File: src/rtl/dispatch_buffer.sv
`default_nettype none
// ============================================================================
// Module      : dispatch_buffer
// Description : In-order circular dispatch FIFO between decode and ROB/RS.
//               Optional same-cycle empty-buffer bypass: DISPATCH_BYPASS_EN.
// Revision    : 1.0  initial release
// ============================================================================
module dispatch_buffer #(
    parameter int PKT_W = 64,
    parameter int DEPTH = 8
) (
    input  logic                     clock,
    input  logic                     reset,
    input  logic                     in_valid,
    input  logic [PKT_W-1:0]         in_packet,
    output logic                     in_ready,
    input  logic [1:0]               rob_dp_available,
    input  logic                     rs_available,
    input  logic                     squash,
    output logic [PKT_W-1:0]         dp_packet,
    output logic [1:0]               dp_rob_available,
    output logic [$clog2(DEPTH):0]   count
);

    localparam int c_PTR_W = $clog2(DEPTH);
    localparam int c_CNT_W = c_PTR_W + 1;
    localparam logic [c_PTR_W-1:0] c_PTR_ONE = c_PTR_W'(1);
    localparam logic [c_CNT_W-1:0] c_CNT_ONE = c_CNT_W'(1);
    localparam logic [c_CNT_W-1:0] c_FULL    = c_CNT_W'(DEPTH);

    localparam logic [1:0] c_RUN   = 2'd0;
    localparam logic [1:0] c_FLUSH = 2'd1;
    localparam logic [1:0] c_STALL = 2'd2;

    logic [1:0]         r_state;
    logic [1:0]         w_state_nxt;
    logic [PKT_W-1:0]   r_mem [DEPTH];
    logic [c_PTR_W-1:0] r_head;
    logic [c_PTR_W-1:0] r_tail;
    logic [c_CNT_W-1:0] r_count;

    logic w_active;
    logic w_grant;
    logic w_fire;
    logic w_push;
    logic w_bypass;
    logic w_empty;

    assign w_empty = (r_count == '0);
    // Downstream handshake is independent of occupancy; squash vetoes any dispatch.
    assign w_grant = (rob_dp_available != 2'b00) & rs_available & ~squash;

`ifdef DISPATCH_BYPASS_EN
    assign w_bypass = (r_state == c_RUN) & w_empty & in_valid & w_grant;
`else
    assign w_bypass = 1'b0;
`endif

    assign w_fire = w_active & ~w_empty & w_grant;
    assign w_push = in_valid & in_ready & ~squash & ~w_bypass;

    // State register
    always_ff @(posedge clock or posedge reset) begin
        if (reset) begin
            r_state <= c_RUN;
        end else begin
            r_state <= w_state_nxt;
        end
    end

    // Next-state logic
    always_comb begin
        w_state_nxt = r_state;
        case (r_state)
            c_RUN: begin
                if (squash) begin
                    w_state_nxt = c_FLUSH;
                end else if (~w_empty & (rob_dp_available == 2'b00)) begin
                    w_state_nxt = c_STALL;
                end
            end
            c_STALL: begin
                if (squash) begin
                    w_state_nxt = c_FLUSH;
                end else if (w_fire) begin
                    w_state_nxt = c_RUN;
                end
            end
            c_FLUSH: w_state_nxt = c_RUN;
            default: w_state_nxt = c_RUN;
        endcase
    end

    // Output logic: STALL is informational and behaves like RUN.
    always_comb begin
        w_active = 1'b0;
        in_ready = 1'b0;
        case (r_state)
            c_RUN, c_STALL: begin
                w_active = 1'b1;
                in_ready = (r_count < c_FULL);
            end
            default: begin
                w_active = 1'b0;
                in_ready = 1'b0;
            end
        endcase
    end

    always_ff @(posedge clock or posedge reset) begin
        if (reset) begin
            r_head  <= '0;
            r_tail  <= '0;
            r_count <= '0;
            for (int i = 0; i < DEPTH; i++) begin
                r_mem[i] <= '0;
            end
        end else if (squash) begin
            r_head  <= '0;
            r_tail  <= '0;
            r_count <= '0;
        end else begin
            if (w_push) begin
                r_mem[r_tail] <= in_packet;
                r_tail        <= r_tail + c_PTR_ONE;
            end
            if (w_fire) begin
                r_head <= r_head + c_PTR_ONE;
            end
            case ({w_push, w_fire})
                2'b10:   r_count <= r_count + c_CNT_ONE;
                2'b01:   r_count <= r_count - c_CNT_ONE;
                default: r_count <= r_count;
            endcase
        end
    end

    always_comb begin
        dp_packet = '0;
        if (w_fire) begin
            dp_packet = r_mem[r_head];
        end else if (w_bypass) begin
            dp_packet = in_packet;
        end
    end

    // Only 00 or 01 is ever driven; the ROB decodes dispatch as the XOR of both bits.
    assign dp_rob_available = {1'b0, w_fire | w_bypass};
    assign count            = r_count;

endmodule
`default_nettype wire

File: config.mk
export PLATFORM = sky130hd
export DESIGN_NAME = dispatch_buffer
export DESIGN_NICKNAME = d
export VERILOG_FILES = /design/src/rtl/dispatch_buffer.sv
export SDC_FILE = /design/constraint.sdc
export NUM_CORES = 1
export LEC_CHECK = 0
export ABC_AREA = 0
export CORE_MARGIN = 2
export CORE_UTILIZATION = 60
export DETAILED_ROUTE_END_ITERATION = 7
export PLACE_DENSITY = 0.8
export SLEW_MARGIN = 10
export SYNTH_ARGS = -nofsm -noshare
export SYNTH_HDL_FRONTEND = slang
export SYNTH_SLANG_ARGS = --single-unit
File: constraint.sdc
create_clock -name clock -period 24.5 [get_ports clock]
set_input_delay 4.9 -clock clock [delete_from_list [all_inputs] [get_ports clock]]
set_output_delay 4.9 -clock clock [all_outputs]
set_load 0.1 [all_outputs]
---- Word-level counts from Yosys, hierarchy flattened ----
Cells that the tools add are included.
word-level totals
  bits in registers ....................... 524
cells by class
  $add $sub $neg .......................... 4
  magnitude comparators ................... 4
  equal/unequal tests ..................... 5
  muxes and demuxes ....................... 20
  bitwise operators ....................... 11
  reductions and logical operators ........ 11
operator list
  operator             count
  $bwmux 512           1
  $mux 64              4
  $bmux 64 s3          1
  $demux 64 s3         1
  $mux 3               4
  $ge 4x4->1 const B   2
  $mux 2               4
  $not 3->4            2
  $pmux 4 s2           1
  $and 1x1->1          7
  $add 3x1->3 const B  2
  $ne 3x3->1 const B   2
  $reduce_bool 2->1    3
  $add 4x1->4 const B  1
  $eq 2x2->1 const B   2
  $logic_not 2->1      2
  $logic_not 4->1      1
  $lt 4x1->1 const B   1
  $lt 4x4->1 const B   1
  $mux 4               1
  $pmux 2 s2           1
  $reduce_and 2->1     2
  $sub 4x1->4 const B  1
  $reduce_bool 3->1    1
  other kinds (5)      7

---- Depth between registers and ports, before layout ----
Gate-level depths: netlist of the first run.
  depth after elaboration ................. 8
  mapped depth ............................ 8
  mapped depth without buffers ............ 7

---- Worst setup path after synthesis of the first run ----
OpenSTA, ideal clock, no wires.
  kind .................................... input to output
  from .................................... input port squash
  to ...................................... output port dp_packet[53]
  data arrival time ....................... 7.460 ns
  data required time ...................... 19.600 ns
  path slack .............................. 12.140 ns
  stages .................................. 7
  path buffers ............................ 4
  cells stage by stage .................... buf_2 -> or2_1 -> or3_1 -> clkbuf_1 -> buf_2 -> buf_1 -> nor2_1
between the ends
  word-level cells in the longest chain between the ends .. 4
RTL lines
  element                     line  text
  from (decl)                 19    input logic squash,
  $not 1->1 (no source line)  n/a
  $and 1x1->1                 51    assign w_grant = (rob_dp_available != 2'b00) & rs_available & ~squash;
  $and 1x1->1                 59    assign w_fire = w_active & ~w_empty & w_grant;
  $mux 64                     140   if (w_fire) begin
  to (decl)                   20    output logic [PKT_W-1:0] dp_packet,
No other way between the ends.

---- Final worst setup path of the first run ----
  from .................................... input port rob_dp_available[1]
  to ...................................... output port dp_rob_available[0]
between the ends
  word-level cells in the longest chain between the ends .. 4
RTL lines
  element                    line  text
  from (decl)                17    input logic [1:0] rob_dp_available,
  $reduce_bool 2->1          51
  $and 1x1->1 (2 in series)  51
  $and 1x1->1                59
  to (decl)                  21    output logic [1:0] dp_rob_available,
No other way between the ends.

==> results of run 1 <==
-- through the flow --
step                total power [mW]  instance area (um^2)  cells
floorplan                      1.260                 23600   1465
global placement               1.329                 25380   2045
detailed placement             1.346                 25380   2045
CTS                            2.157                 27140   2141
global route                   2.229                 27140   2142
finish                         2.137                 27140   2142
-- where the power goes --
part           internal, mW  switching [mW]
combinational         0.162           0.132
clock                 0.475           0.331
sequential            0.978          0.0585
total                  1.62           0.522
-- state kept, by name, indices dropped and copies added, names as in the netlist --
name and cells:
r_mem 512, count 4, r_head 3, r_tail 3
r_state 1
-- cells in the final DEF, fill, tap and decap left out, drive strengths merged, types with 2 or more instances in the layout --
master and count:
buf 25, or3 3, inv 5, mux4 128
mux2i 65, ha 4, nand3b 3, nor4 2
mux2 512, nor2 71, nor3b 3, o21ai 8
o21a 2, xor2 3, clkinv 12, dfrtp 523
clkbuf 80, clkdlybuf4s50 140, nand2 6, bufinv 2
nor3 3, nand3 4, a21oi 4
-- logic make-up after synthesis --
kind of cell	synth area share, %
xor+xnor	0.1485
mux	39.40
other cells	0.01589
flops	55.45
compound gates	0.4772
simple gates	2.020
buf+inv	2.279
fa+ha+maj	0.2121
-- layout make-up --
| type | instances | area (um^2) | share of cell area (%) |
|---|---|---|---|
| tap | 518 | 648.1 | 2.388 |
| antenna | 1 | 2.502 | 0.009221 |
| clock buffer | 80 | 1620 | 5.970 |
| sequential | 523 | 13100 | 48.27 |
| timing repair buffer | 165 | 1602 | 5.901 |
| clock inverter | 16 | 136.4 | 0.5025 |
| multi-input combinational | 835 | 10010 | 36.88 |
| inverter | 4 | 22.52 | 0.08299 |
-- worst paths after layout --
kind                                   startpoint                endpoint  slack, ns
min                        r_mem[107]$_DFFE_PP0P_  r_mem[107]$_DFFE_PP0P_       0.48
max                           rob_dp_available[1]     dp_rob_available[0]      10.99
max reg2reg                  count[0]$_DFFE_PP0P_    count[3]$_DFFE_PP0P_      21.41
min reg2reg                r_mem[107]$_DFFE_PP0P_  r_mem[107]$_DFFE_PP0P_       0.48
max in group asynchronous                   reset  r_mem[492]$_DFFE_PP0P_      17.39
min in group asynchronous                   reset  r_mem[164]$_DFFE_PP0P_       4.85
-- routing by layer --
layer	vias up	track usage [%]	share of wire (%)	routed length [um]
li1	5693	-	-	-
met1	7060	36.81	44	22470
met2	258	41.45	49	24710
met3	73	4.853	4.9	2487
met4	6	5.683	1.7	858
met5	-	0	0.079	40
==> results.yml, run 1 <==
critical_path:
  crit_type: "in -> out"
  slowest_stage: "clkdlybuf4s50_1"
  cpLargestDelayFamily: "buffers and inverters"
  path_cells: "clkdlybuf4s50_1, o21ai_0, or3_2, buf_4, inv_1, clkdlybuf4s50_1"
  cp.depth: 6
  rr_worst_depth: 6
  path_buf_inv: 4
  critPathLaunchType: "input port"
  cp_common_cell: "clkdlybuf4s50_1"
  crit_fanout: 37
  arrival_ns: 8.61
  max_stage_delay_ns: 1.01
  crit_required_ns: 19.60
  crit_path_end_kind: "output port"
power_and_ir_drop:
  power_density_mw_per_mm2: 78.74
  ir_worst_vdd_v: 0.00006392
  p_leak_nw: 12.21
sta:
  rsz0062_at_grt: "false"
  relSlewSlack_pct: 26.17
  skew_ns: 0.01855
  fin_hold_ws_ns: 0.4839
  max_slew.worst_pin.slew_ns: 1.104
  tns_ns: 0
  fin_crit_ns: 13.51
  setup_viol: 0
  worst_slack_ns: 10.99
  maxSlewViolCount: 0
  hold_viol: 0
  fin_crit_sh_pct: 55.15
  fmax_ghz: 0.07401
yosys:
  yosysUniqueCellTypes: 41
  ys_seq_area_share_pct: 55.45
  synth_area_leaders: "dfrtp_1, mux2_2, mux4_2, mux2i_1, mux2_1"
  synth_edf_count: 0
  async_flop_share_pct: 100.0
  synth_seq_cells: 523
  ys.flop_type: "dfrtp_1"
  synth_common_cells: "dfrtp_1, mux2_2, mux4_2"
  yosysMostFrequentCell: "dfrtp_1"
  synth_top_cell_by_area: "dfrtp_1"
  avgSynthCellArea_um2: 16.11
  syn-cell-area_mm2: 0.02360
  yosys.area.top_type_share_pct: 55.45
  synth_nets: 1540
  yosysWarnings: 0
  synthCells: 1465
route:
  post-route-drc-count: 0
  drt_iter0_drc: 636
  routed_via_density: 6.111
  ant_nets: 0
  wl_per_cell_um: 23.61
  drtPass1Iterations: 5
  routed_wl_um: 50570
  num_vias: 13090
layout:
  nNetsFinal: 1657
  layout-drive-gt1-share_pct: 43.68
  area_growth_pct: 14.98
  finish.utilization_pct: 70.06
  nFillCells: 2568
floorplan:
  num_io_pins: 142
  start_util_pct: 60.93
  core_area_mm2: 0.03874
  die-width_um: 202.3
  placementRows: 72
  die_h_um: 202.3
  dieArea_mm2: 0.04094
clocking:
  htreeDepth: 2
  cts_tree: "done"
  path_clk_slew_ns: 0.06
  post_cts_buffers: 0
  cts_resized: 0
  cts_hold_buf: 0
  clk_latency_ns: 0.60
  cts_sinks: 523
  cts_buffer_depth: 3
  numCtsBuffers: 53
  cts_root_buf: "clkbuf_16"
global_route:
  grt_max_degree: 193
  antenna_found_initial: 5
  grt_pass1_wl_um: 80940
  gr-total-overflow: 0
  grt.total_usage_pct: 25.64
  grt_pass1_vias: 14020
flow_run:
  cap_violations: 0
place:
  io_buffers: 140
  place_ws_ns: 11.04
  hpwl_um: 28120
  place.gp.congestion: 0.7221
hold_path:
  whs_path_depth: 1
  hp-class: "reg -> reg"
run_status:
  outcome: "finished, final reports clean"
(Power assumes the default switching activity.)
==> run 2, diff against run 1 <==
Clock period 24.5 ns to 12.7 ns, I/O delays scaled along.
==> run 2 against run 1 <==
Cell area fell by 0.23%. First-iteration DRC count grew 20%. Die area is the same. Register-to-register slack worse by 12 ns. Global-route usage shrank 0.43 points. Via count down 0.29%. Clock power up 89%. Core utilization down 0.16 points. Final cell count is 0.19% lower. Sequential cell count did not move.
==> results.yml, run 2 (synthesis gave the netlist of run 1 again) <==
critical_path:
  crit_path_end_kind: "output port"
  arrival_ns: 5.75
  rr_worst_depth: 5
  crit_required_ns: 10.16
  crit_fanout: 70
  critPathLaunchType: "input port"
  crit_type: "in -> out"
route:
  routed_wl_um: 49760
  num_vias: 13050
  ant_nets: 0
  routed_via_density: 6.105
  drtPass1Iterations: 5
  drt_iter0_drc: 761
  wl_per_cell_um: 23.28
  post-route-drc-count: 0
clocking:
  cts_root_buf: "clkbuf_16"
  cts_buffer_depth: 3
  cts_hold_buf: 0
  path_clk_slew_ns: 0.06
  cts_tree: "done"
  numCtsBuffers: 54
  post_cts_buffers: 0
  clk_latency_ns: 0.60
  htreeDepth: 2
  cts_resized: 0
  cts_sinks: 523
sta:
  skew_ns: 0.01494
  hold_viol: 0
  maxSlewViolCount: 0
  fmax_ghz: 0.1206
  setup_viol: 0
  worst_slack_ns: 4.408
  fin_crit_ns: 8.292
  relSlewSlack_pct: 25.26
  max_slew.worst_pin.slew_ns: 1.118
  fin_hold_ws_ns: 0.4781
  fin_crit_sh_pct: 65.29
  tns_ns: 0
  rsz0062_at_grt: "false"
place:
  dp.cells: 2041
  place.gp.congestion: 0.7771
  place_ws_ns: 4.445
  io_buffers: 140
  hpwl_um: 27840
floorplan:
  core_area_mm2: 0.03874
  start_util_pct: 60.93
  num_io_pins: 142
  placementRows: 72
  dieArea_mm2: 0.04094
  die-width_um: 202.3
  die_h_um: 202.3
run_status:
  outcome: "finished, final reports clean"
layout:
  final_cells: 2138
  nNetsFinal: 1654
  layout-drive-gt1-share_pct: 43.17
  final_cell_mix: "dfrtp_1, mux2_2, clkdlybuf4s50_1"
  area_growth_pct: 14.72
  largest_reg_flops: 512
  largest-register: "r_mem"
  layout_commonest_cell: "dfrtp_1"
power_and_ir_drop:
  ir_worst_vdd_v: 0.0001028
  p_total_mw: 4.088
  p_leak_nw: 12.16
  power_density_mw_per_mm2: 151.0
global_route:
  gr-total-overflow: 0
  grt.total_usage_pct: 25.21
  grt_pass1_wl_um: 79430
  grt_max_degree: 183
  grt_pass1_vias: 13970
  antenna_found_initial: 3
hold_path:
  whs_path_depth: 1
  hp-class: "reg -> reg"
flow_run:
  cap_violations: 0
## run 2: cell types whose count changed in the layout (fill, tap and decap cells not counted), sizes merged
| cell | change |
|---|---|
| inv | +1 |
| bufinv | -1 |
| clkbuf | +4 |
| clkinv | -4 |
| buf | -4 |
## run 2: area by class of cell
class | instances | area (um^2)
clock buffer | 84 | 1604
antenna | 1 | 2.502
clock inverter | 12 | 107.6
inverter | 4 | 18.77
fill | 2638 | 11660
sequential | 523 | 13100
tap | 518 | 648.1
multi-input combinational | 835 | 10010
timing repair buffer | 161 | 1584
## run 2: layer usage
metal	track usage (%)	routed length [um]	vias to the layer above
li1	-	-	5670
met5	0	13	-
met1	35.43	21570	7028
met2	41.14	24640	287
met3	4.660	2570	65
met4	6.621	966	2
## run 2: where the power goes
group	switching [mW]	leakage (nW)	internal (mW)
clock	0.638	0.847	0.885
combinational	0.253	4.35	0.313
sequential	0.113	6.96	1.89
total	1.00	12.2	3.08
## run 2: final timing paths
check / from / to / slack, ns
worst max-delay path: rob_dp_available[1] / dp_rob_available[0] / 4.41
worst min register to register: r_mem[108]$_DFFE_PP0P_ / r_mem[108]$_DFFE_PP0P_ / 0.48
worst min-delay path: r_mem[108]$_DFFE_PP0P_ / r_mem[108]$_DFFE_PP0P_ / 0.48
max in group asynchronous: reset / r_mem[83]$_DFFE_PP0P_ / 8.05
worst max register to register: count[3]$_DFFE_PP0P_ / r_mem[82]$_DFFE_PP0P_ / 9.41
min in group asynchronous: reset / r_mem[102]$_DFFE_PP0P_ / 2.33
## run 2: critical path: stages
cell and delay, ns:
clkdlybuf4s50_1 0.42, o21ai_0 0.62, or3_4 0.91, inv_1 0.21, clkdlybuf4s50_1 1.03
## run 2: stage by stage
stage | util [%] | area, um^2
2_1_floorplan | - | 23610
3_3_place_gp | 65.47 | 25360
3_5_place_dp | 65.47 | 25360
4_1_cts | 69.89 | 27070
5_1_grt | 69.90 | 27080
6_report | 69.90 | 27080
==> run 3, diff against run 2 <==
Settings changed: CORE_UTILIZATION 60 to 54, PLACE_DENSITY 0.8 to 0.76.
Clock period 12.7 ns to 6.92 ns, I/O delays scaled along.
==> run 3 against run 2 <==
Sequential share of layout area fell by 0.074 points. Register-to-register slack got worse by 5.4 ns. Die area rose by 11%. Clock-buffer cell count shrank 5.
==> results.yml, run 3 (synthesis gave the netlist of run 1 again) <==
global_route:
  grt_pass1_wl_um: 80250
  grt_max_degree: 188
  grt.total_usage_pct: 23.28
  antenna_found_initial: 4
  grt_pass1_vias: 14050
  gr-total-overflow: 0
floorplan:
  core_area_mm2: 0.04308
  start_util_pct: 54.79
  num_io_pins: 142
  placementRows: 76
  die_h_um: 213.1
  dieArea_mm2: 0.04540
  die-width_um: 213.1
clocking:
  cts_resized: 0
  post_cts_buffers: 0
  cts_buffer_depth: 3
  cts_tree: "done"
  cts_sinks: 523
  htreeDepth: 2
  clk_latency_ns: 0.59
  path_clk_slew_ns: 0.05
  numCtsBuffers: 54
  cts_root_buf: "clkbuf_16"
  cts_hold_buf: 0
layout:
  largest_reg_flops: 512
  final_cell_mix: "dfrtp_1, mux2_2, mux4_2"
  area_growth_pct: 14.89
  layout-drive-gt1-share_pct: 47.54
  nNetsFinal: 1660
  layout_commonest_cell: "dfrtp_1"
  largest-register: "r_mem"
  finish.utilization_pct: 62.95
  final_cells: 2212
route:
  routed_wl_um: 50560
  drt_iter0_drc: 757
  ant_nets: 0
  wl_met2_um: 24390
  met1_length_um: 22600
  drtPass1Iterations: 4
  routed.top_layer: "met5"
  routed_via_density: 5.915
  wl_per_cell_um: 22.86
  post-route-drc-count: 0
  num_vias: 13090
  met3WireLength_um: 2497
power_and_ir_drop:
  power.net_switching_mw: 1.848
  seqPwrFrac_pct: 48.5
  power_density_mw_per_mm2: 278.7
  p_int_mw: 5.709
  power.share.clock_pct: 37.7
  p_leak_nw: 12.35
  share_comb_of_total_power_pct: 13.7
  ir_worst_vdd_v: 0.0002100
  switching_share_pct: 24.46
critical_path:
  crit_required_ns: 5.54
  critPathLaunchType: "input port"
  crit_type: "in -> out"
  r2r_start: "r_state[0]$_DFFE_PP0P_"
  crit_fanout: 37
  startpoint: "squash"
  crit_path_end_kind: "output port"
  arrival_ns: 3.86
hold_path:
  hp-class: "reg -> reg"
  hp-start: "r_mem[466]$_DFFE_PP0P_"
place:
  place.gp.congestion: 0.7167
  hpwl_um: 29140
  place_ws_ns: 1.727
  io_buffers: 140
  dp.cells: 2114
flow_run:
  cap_violations: 0
sta:
  maxSlewViolCount: 0
  fin_crit_ns: 5.241
  max_slew.worst_pin.slew_ns: 1.118
  fmax_ghz: 0.1908
  fin_crit_sh_pct: 75.74
  relSlewSlack_pct: 25.21
  setup_viol: 0
  worst_slack_ns: 1.679
  rsz0062_at_grt: "false"
  hold_viol: 0
  skew_ns: 0.01014
run_status:
  outcome: "finished, final reports clean"
run 3: changes by cell type in the layout (fill, tap and decap cells not counted), moves of 4 or more:
cell,change
clkinv_2,+5
buf_12,+4
clkbuf_8,-4
clkdlybuf4s50_1,-65
buf_4,+67
run 3: worst paths after layout:
| kind | to | cells past startpoint | slack, ns |
|---|---|---|---|
| setup reg to reg | r_mem[266]$_DFFE_PP0P_ | 5 | 3.99 |
| hold reg to reg | r_mem[466]$_DFFE_PP0P_ | 1 | 0.48 |
| hold / removal | r_mem[466]$_DFFE_PP0P_ | 1 | 0.48 |
| setup / recovery | dp_rob_available[0] | 6 | 1.68 |
| max in group asynchronous | r_mem[403]$_DFFE_PP0P_ | 3 | 4.24 |
| min in group asynchronous | r_mem[415]$_DFFE_PP0P_ | 2 | 1.25 |
run 3: area by class of cell:
cell class,instances,area [um^2]
antenna,1,2.502
clock buffer,79,1567
timing repair buffer,167,1516
tap,585,732.0
sequential,523,13100
inverter,4,18.77
multi-input combinational,835,10010
fill,3147,15960
clock inverter,18,173.9
run 3: layer usage:
metal / up-vias / track usage (%)
li1: 5685 / -
met1: 7095 / 32.90
met2: 225 / 37.17
met3: 74 / 4.677
met4: 6 / 6.366
met5: - / 0
run 3: power by group through the flow:
stage          Clock [mW]  Combinational (mW)  Sequential [mW]
6_report             2.85                1.04             3.67
3_5_place_dp            0                1.05             3.72
3_3_place_gp            0                1.02             3.69
2_1_floorplan           0               0.811             3.65
5_1_grt              3.05                1.12             3.72
4_1_cts              2.92                1.05             3.67
run 3: critical path: stages:
cell and delay [ns]:
clkdlybuf4s50_1 0.63, or2_1 0.37, or3_2 0.51, buf_4 0.30, inv_1 0.29, buf_4 0.35
run 3: stage by stage:
stage                     total power [mW]  instance area [um^2]  setup TNS, ns  hold WS, ns
after floorplan                      4.464                 23610        -821.21       0.4524
final                                7.557                 27120              0       0.4848
after detailed placement             4.769                 25370              0       0.4743
after global routing                 7.889                 27110              0       0.4992
after global placement               4.708                 25370              0       0.4624
after CTS                            7.641                 27110              0       0.4874
